**config.mk**
```make
export PLATFORM = sky130hd
export DESIGN_NAME = grey_sync_rx
export DESIGN_NICKNAME = d
export VERILOG_FILES = /design/src/rtl/grey_pkg.sv /design/src/rtl/grey_sync_chain.sv /design/src/rtl/grey_sync_rx.sv
export SDC_FILE = /design/constraint.sdc
export NUM_CORES = 1
export LEC_CHECK = 0
export BUFFER_PORTS_ARGS = -buffer_cell sky130_fd_sc_hd__buf_2
export CAP_MARGIN = 30
export CELL_PAD_IN_SITES_DETAIL_PLACEMENT = 1
export CELL_PAD_IN_SITES_GLOBAL_PLACEMENT = 1
export CORE_MARGIN = 2
export CORE_UTILIZATION = 26
export DETAILED_ROUTE_END_ITERATION = 7
export GPL_TIMING_DRIVEN = 0
export PLACE_DENSITY = 0.52
export SLEW_MARGIN = 10
export SYNTH_ARGS = -nofsm -noshare
export SYNTH_HDL_FRONTEND = slang
export SYNTH_SLANG_ARGS = --single-unit
export TNS_END_PERCENT = 50
```
**constraint.sdc**
```tcl
create_clock -name clk -period 2.65 [get_ports clk]
set_input_delay 0.3975 -clock clk [delete_from_list [all_inputs] [get_ports clk]]
set_output_delay 0.3975 -clock clk [all_outputs]
set_load 0.005 [all_outputs]
```
**src/rtl/grey_pkg.sv**
```systemverilog
// Shared Gray-code helpers and FSM state type.
// Used by grey_sync_rx and the transmit-side converter.
package grey_pkg;

  typedef enum logic [0:0] {
    INIT  = 1'b0,
    TRACK = 1'b1
  } state_t;

  localparam int GMAXW = 32;

  // Loop covers the widest supported code; narrower codes
  // are zero-extended, so the upper bits decode to zero.
  function automatic logic [GMAXW-1:0] grey2nat(
    input logic [GMAXW-1:0] g
  );
    logic [GMAXW-1:0] b;
    b = '0;
    b[GMAXW-1] = g[GMAXW-1];
    for (int i = GMAXW-2; i >= 0; i--) begin
      b[i] = b[i+1] ^ g[i];
    end
    return b;
  endfunction

  function automatic logic [GMAXW-1:0] nat2grey(
    input logic [GMAXW-1:0] b
  );
    return b ^ (b >> 1);
  endfunction

endpackage

```
**src/rtl/grey_sync_chain.sv**
```systemverilog
// Reset-to-zero multi-flop synchronizer for a Gray bus.
// Ports: clk, rst_n, grey_in (async domain), grey_s (synced).
module grey_sync_chain #(
  parameter int WIDTH       = 5,
  parameter int SYNC_STAGES = 2
) (
  input  logic             clk,
  input  logic             rst_n,
  input  logic [WIDTH-1:0] grey_in,
  output logic [WIDTH-1:0] grey_s
);

  logic [WIDTH-1:0] q [SYNC_STAGES];

  always_ff @(posedge clk or negedge rst_n) begin
    if (!rst_n) begin
      for (int i = 0; i < SYNC_STAGES; i++) begin
        q[i] <= '0;
      end
    end else begin
      q[0] <= grey_in;
      for (int i = 1; i < SYNC_STAGES; i++) begin
        q[i] <= q[i-1];
      end
    end
  end

  assign grey_s = q[SYNC_STAGES-1];

endmodule

```
**src/rtl/grey_sync_rx.sv**
```systemverilog
// Gray receive stage: sync, decode, change pulse, delta, checker.
// Ports: clk, rst_n, grey_in, en, clr -> nature_out, nature_vld,
// delta, err, err_sticky. Checker built with GREY_SYNC_RX_CHECK_EN.
module grey_sync_rx #(
  parameter int WIDTH       = 5,
  parameter int SYNC_STAGES = 2
) (
  input  logic             clk,
  input  logic             rst_n,
  input  logic [WIDTH-1:0] grey_in,
  input  logic             en,
  input  logic             clr,
  output logic [WIDTH-1:0] nature_out,
  output logic             nature_vld,
  output logic [WIDTH-1:0] delta,
  output logic             err,
  output logic             err_sticky
);

  import grey_pkg::*;

  logic [WIDTH-1:0] grey_s;
  logic [WIDTH-1:0] grey_p;
  logic [WIDTH-1:0] nat;
  state_t           state;

  grey_sync_chain #(
    .WIDTH      (WIDTH),
    .SYNC_STAGES(SYNC_STAGES)
  ) u_sync (
    .clk    (clk),
    .rst_n  (rst_n),
    .grey_in(grey_in),
    .grey_s (grey_s)
  );

  assign nat = WIDTH'(grey2nat(GMAXW'(grey_s)));

  always_ff @(posedge clk or negedge rst_n) begin
    if (!rst_n) begin
      state      <= INIT;
      grey_p     <= '0;
      nature_out <= '0;
      nature_vld <= 1'b0;
      delta      <= '0;
    end else begin
      nature_vld <= 1'b0;
      unique case (1'b1)
        (state == INIT): begin
          if (en) begin
            grey_p     <= grey_s;
            nature_out <= nat;
            delta      <= '0;
            state      <= TRACK;
          end
        end
        (state == TRACK): begin
          if (!en) begin
            state <= INIT;
          end else if (grey_s != grey_p) begin
            grey_p     <= grey_s;
            nature_out <= nat;
            nature_vld <= 1'b1;
            // modulo subtraction: wrap reads as +1
            delta      <= nat - nature_out;
          end
        end
      endcase
    end
  end

`ifdef GREY_SYNC_RX_CHECK_EN
  logic illegal;

  assign illegal = (state == TRACK) && en &&
                   ($countones(grey_s ^ grey_p) > 1);

  always_ff @(posedge clk or negedge rst_n) begin
    if (!rst_n) begin
      err        <= 1'b0;
      err_sticky <= 1'b0;
    end else begin
      err        <= illegal;
      // a new error beats a simultaneous clear
      err_sticky <= illegal | (err_sticky & ~clr);
    end
  end
`else
  logic unused_clr;

  assign unused_clr = clr;
  assign err        = 1'b0;
  assign err_sticky = 1'b0;
`endif

endmodule

```
## Yosys cells after proc, flatten, opt, wreduce, memory -nomap -nowiden

Cells that the tools add are included.

| storage, ports and cells | value |
|---|---|
| logic and storage cells | 34 |
| memory bits (read-only) | 0 |
| output and inout bits | 13 |
| input bits | 9 |
| memories | 0 |
| latch bits | 0 |
| bits in writable memories | 0 |
| register bits after elaboration | 27 |

| cells by class | value |
|---|---|
| bitwise gates (word level) | 5 |
| shift operators | 0 |
| div/mod/pow operators | 0 |
| eq/ne operators | 4 |
| $lt $le $gt $ge | 0 |
| multipliers | 0 |
| $add $sub $neg | 1 |
| reduce and logical (&&, ||, !) cells | 1 |
| multiplexer cells | 16 |

Operators with widths:

| kind | count |
|---|---|
| $mux 5 | 9 |
| $pmux 5 s2 | 3 |
| $ne 5x5->1 | 1 |
| $sub 5x5->5 | 1 |
| $mux 1 | 4 |
| $ne 2x2->1 const B | 2 |
| $xor 1x1->1 | 4 |
| $reduce_and 3->1 | 1 |
| $ne 2x1->1 const B | 1 |
| $not 1->1 | 1 |

## Depth between registers and ports, before layout

| logic depth | value |
|---|---|
| depth after elaboration | 8 |
| mapped depth | 10 |
| mapped depth without buffers | 10 |

## Modules after synthesis

From an unflattened synthesis, not the netlist that was laid out.

| unflattened totals | value |
|---|---|
| cells, all modules | 85 |
| area, all modules | 1171.1 um2 |

Modules (own cells, without submodules):

| module | times used | cells each | area an instance (um2) | seq. area each (um2) |
|---|---|---|---|---|
| grey_sync_rx | 1 | 70 | 883.3 | 400.4 |
| grey_sync_chain | 1 | 15 | 287.8 | 250.2 |

## Least setup slack after synthesis

Ideal clock, no wire load.

| timing | value |
|---|---|
| kind | register -> register |
| start | reg u_sync.q, in the netlist u_sync.grey_s[3] |
| end | reg delta[4] |
| required time | 2.529 ns |
| path buffers | 0 |
| setup time | 0.121 ns |
| stages on the path, launching flop included | 11 |
| setup slack | 0.234 ns |
| arrival | 2.295 ns |
| period minus slack after synthesis | 2.416 ns |
| path through | dfrtp_1 xor2_1 xnor2_1 xnor2_1 ha_1 inv_1 fa_1 a21o_1 a21oi_1 xnor2_1 a22o_2 |

| on the way | value |
|---|---|
| cells in the longest elaborated chain, start to end | 8 |
| elaborated cells on any way between the ends | 11 |
| those cells by class | 1 x add/sub; 2 x eq/ne; 3 x mux; 4 x bitwise; 1 x reduce/logical |

RTL lines:

| item | line | source |
|---|---|---|
| start: declaration | grey_sync_chain.sv:13 | `logic [WIDTH-1:0] q [SYNC_STAGES];` |
| start signal: indexed assignment | grey_sync_chain.sv:23 | `q[i] <= q[i-1];` |
| $xor 1x1->1 (*) | grey_pkg.sv:21 | `b[i] = b[i+1] ^ g[i];` |
| via nat[3] | grey_sync_rx.sv:24 | `logic [WIDTH-1:0] nat;` |
| $xor 1x1->1 (3 in series) | grey_pkg.sv:21 |  |
| $sub 5x5->5 (*) | grey_sync_rx.sv:65 | `delta <= nat - nature_out;` |
| $mux 5 (*) | grey_sync_rx.sv:60 | `end else if (grey_s != grey_p) begin` |
| $mux 5 (*) | grey_sync_rx.sv:58 | `if (!en) begin` |
| $pmux 5 s2 (*) | grey_sync_rx.sv:48 | `unique case (1'b1)` |
| end signal: assignment | grey_sync_rx.sv:65 |  |
| end: declaration | grey_sync_rx.sv:15 | `output logic [WIDTH-1:0] delta,` |

The timed path passes the listed nets; every way through them passes the cells marked *. The select of a mux whose other input is x is not followed.
A chain may end at the register's enable or synchronous reset.

## Final worst setup path

| timing | value |
|---|---|
| start | reg u_sync.q, in the netlist u_sync.grey_s[4] |
| end | reg delta[4] |

Same word-level chain as after synthesis.

==> run summary <==
run status -> complete, no violations
utilization after layout -> 32.3%
Clock Tree Root -> clkbuf_8
row cnt -> 24
antenna violations before repair -> 0
Routed Antenna Nets -> 0
startpoint type of the worst setup path -> register
die width -> 70.1 um
Post-DP HPWL -> 1470 um
largest net degree at the start of global routing -> 27
clk_lat worst skew -> 0.27 ns
DR pass1 iterations -> 2
Placed Instances -> 151
pre-CTS setup slack -> -0.0542 ns
worst r2r src -> u_sync.grey_s[4]
register area share after synthesis -> 57.3%
VDD IR max -> 213 uV
CP Max Fanout -> 3
Starting Density -> 26.5%
Nets -> 121
CTS max path bufs -> 2
Die Ht -> 70.1 um
H-tree levels -> 1
WP data required -> 2.81 ns
vias in the first global route -> 770
Sink Count -> 26
worst slew pin tran -> 0.591 ns
worst clock skew -> 0.00299 ns
GRT Overall Usage -> 9.15%
top-level I/O count -> 22
CTS tree -> built
wire length of the first global-routing pass -> 3510 um
final period utilization -> 94.8%
most frequent cells in the layout -> 25 x dfrtp_1, 18 x buf_2, 8 x inv_1
CTS buffer count -> 3
Slew Viols, Final -> 0
Area Growth Syn to Fin -> 22.2%
PD cells -> 721 nW/um2
die area -> 4910 um2
register bit total from synthesis -> 26
PortBufs -> 18
Final min period -> 2.51 ns
Post-Route WL -> 2010 um
drt drc -> 0
Final WS setup -> 0.137 ns
Synth warnings -> 0
syn avg cell area -> 14.2 um2
Worst Setup SP -> u_sync.grey_s[4]
LEAKAGE -> 0.000679 uW
Hold Violations, Final -> 0
Critical Path AT -> 2.68 ns
cts hold-fix bufs -> 0
critical path type -> reg -> reg
Rel. slew slack -> 60.6%
Yosys cell types -> 24
antenna fix cells -> 0
Congestion Overflow GR -> 0
Worst setup EP type -> register
Core ar. -> 4290 um2
FMAX -> 398 MHz
vias per cell -> 4.27
routed vias -> 670
FILL cells -> 483
synthesized area -> 1140 um2
Hold Path Class -> in -> async
Placer Congestion -> 0.731
initial drt markers -> 38
Clock Pin Slew Worst Setup and Hold Paths -> 0.09 ns
most common cell after layout, fill and taps aside -> dfrtp_1
DR WL/cell -> 12.8 um
post-route insts no fill -> 157
Max-Cap Viols -> 0
share of post-route cells with drive strength above 1 -> 42.9%
setup violators final -> 0
Syn Inst Count -> 80
## path summary, 6_finish.rpt
check	to	slack, ns	cells past startpoint
max	delta[4]	0.14	10
min	delta[2]	0.12	1
max reg2reg	delta[4]	0.14	10
min reg2reg	u_sync.grey_s[2]	0.35	0
max in group asynchronous	u_sync.grey_s[4]	2.10	1
min in group clk	u_sync.q[9]	0.23	1
## Yosys cell counts
cell type	number	area share, %
inv_1	8	2.6
or3_1	1	0.55
mux2i_1	2	1.8
conb_1	1	0.33
ha_1	4	4.4
a21o_1	1	0.66
buf_12	1	1.8
xnor2_1	6	4.6
xor2_1	6	4.6
a31o_4	1	1.5
dfrtp_1	26	57
a22o_1	2	1.5
o21a_1	1	0.66
a21oi_1	2	0.88
nand2_1	1	0.33
mux2_4	3	4.0
nor4_2	1	1.1
a32o_1	1	0.88
mux2_2	4	4.0
fa_1	1	1.8
o21ai_0	1	0.44
nor2b_1	1	0.55
a22o_2	2	1.8
buf_4	3	2.0
## layout make-up
type                    instances  area [um2]  share of cell area [%]
flip-flops and latches         26         652                    46.9
multi-input cells              43         445                    32.1
repair buffers                 21         113                    8.11
well taps                      52        65.1                    4.68
plain buffers                   4        42.5                    3.06
clock buffers                   3        41.3                    2.97
inverters                       8        30.0                    2.16
## power breakdown
part	switching, uW	internal [uW]	leakage, uW	total, uW
Sequential	35.6	453	0.000310	488
Combinational	130	157	0.000347	287
Clock	125	102	0.0000216	227
## metal layers
layer  vias up  routed length [um]  GRT usage (%)
li1        312                   -              -
met1       339                 797           10.6
met2        15                1110           16.4
met3         4                  80           2.16
met4         0                  20           3.21
met5         -                   0              0
## state kept, by name, indices dropped and copies added (netlist names)
register and count:
delta 5, grey_p 4, nature_out 5, nature_vld 1, state 1, u_sync.grey_s 5
u_sync.q 5
## kinds of logic after synthesis
logic type,Yosys count,share of synthesized area (%)
DFF,26,57.3
xor gates and xnor gates,12,9.25
buffers and inverters,12,6.39
AOI/OAI and AO/OA,11,8.37
muxes,9,9.69
adders and majority gates,5,6.17
and+or+nand+nor,4,2.53
other,1,0.330
## critical path, cell delays in order (launching register included)
cell and delay [ns]:
dfrtp_2 0.44, xor2_2 0.20, xnor2_2 0.29, xnor2_2 0.17, ha_2 0.20, inv_1 0.05
fa_1 0.40, a21o_1 0.21, a21oi_2 0.14, xnor2_1 0.08, a22o_2 0.22
## timing repair
| item | in CTS | in global routing |
|---|---|---|
| pin swaps | 0 | 3 |
| resized for setup | 2 | 4 |
| gates cloned | 0 | 0 |
| buffers inserted | 0 | 3 |
| setup endpoints to repair | 1 | 1 |
## per-stage QoR
step | instance area (um2) | hold WS [ns] | total power, uW | setup TNS, ns
floorplan | 1140 | 0.102 | 676 | 0
global placement | 1290 | 0.332 | 760 | -0.0544
detailed placement | 1290 | 0.336 | 774 | -0.0542
CTS | 1350 | 0.145 | 1000 | 0
global route | 1390 | 0.158 | 1090 | -0.00722
finish | 1390 | 0.117 | 1000 | 0
No activity file was read; power rests on OpenSTA's default activity.
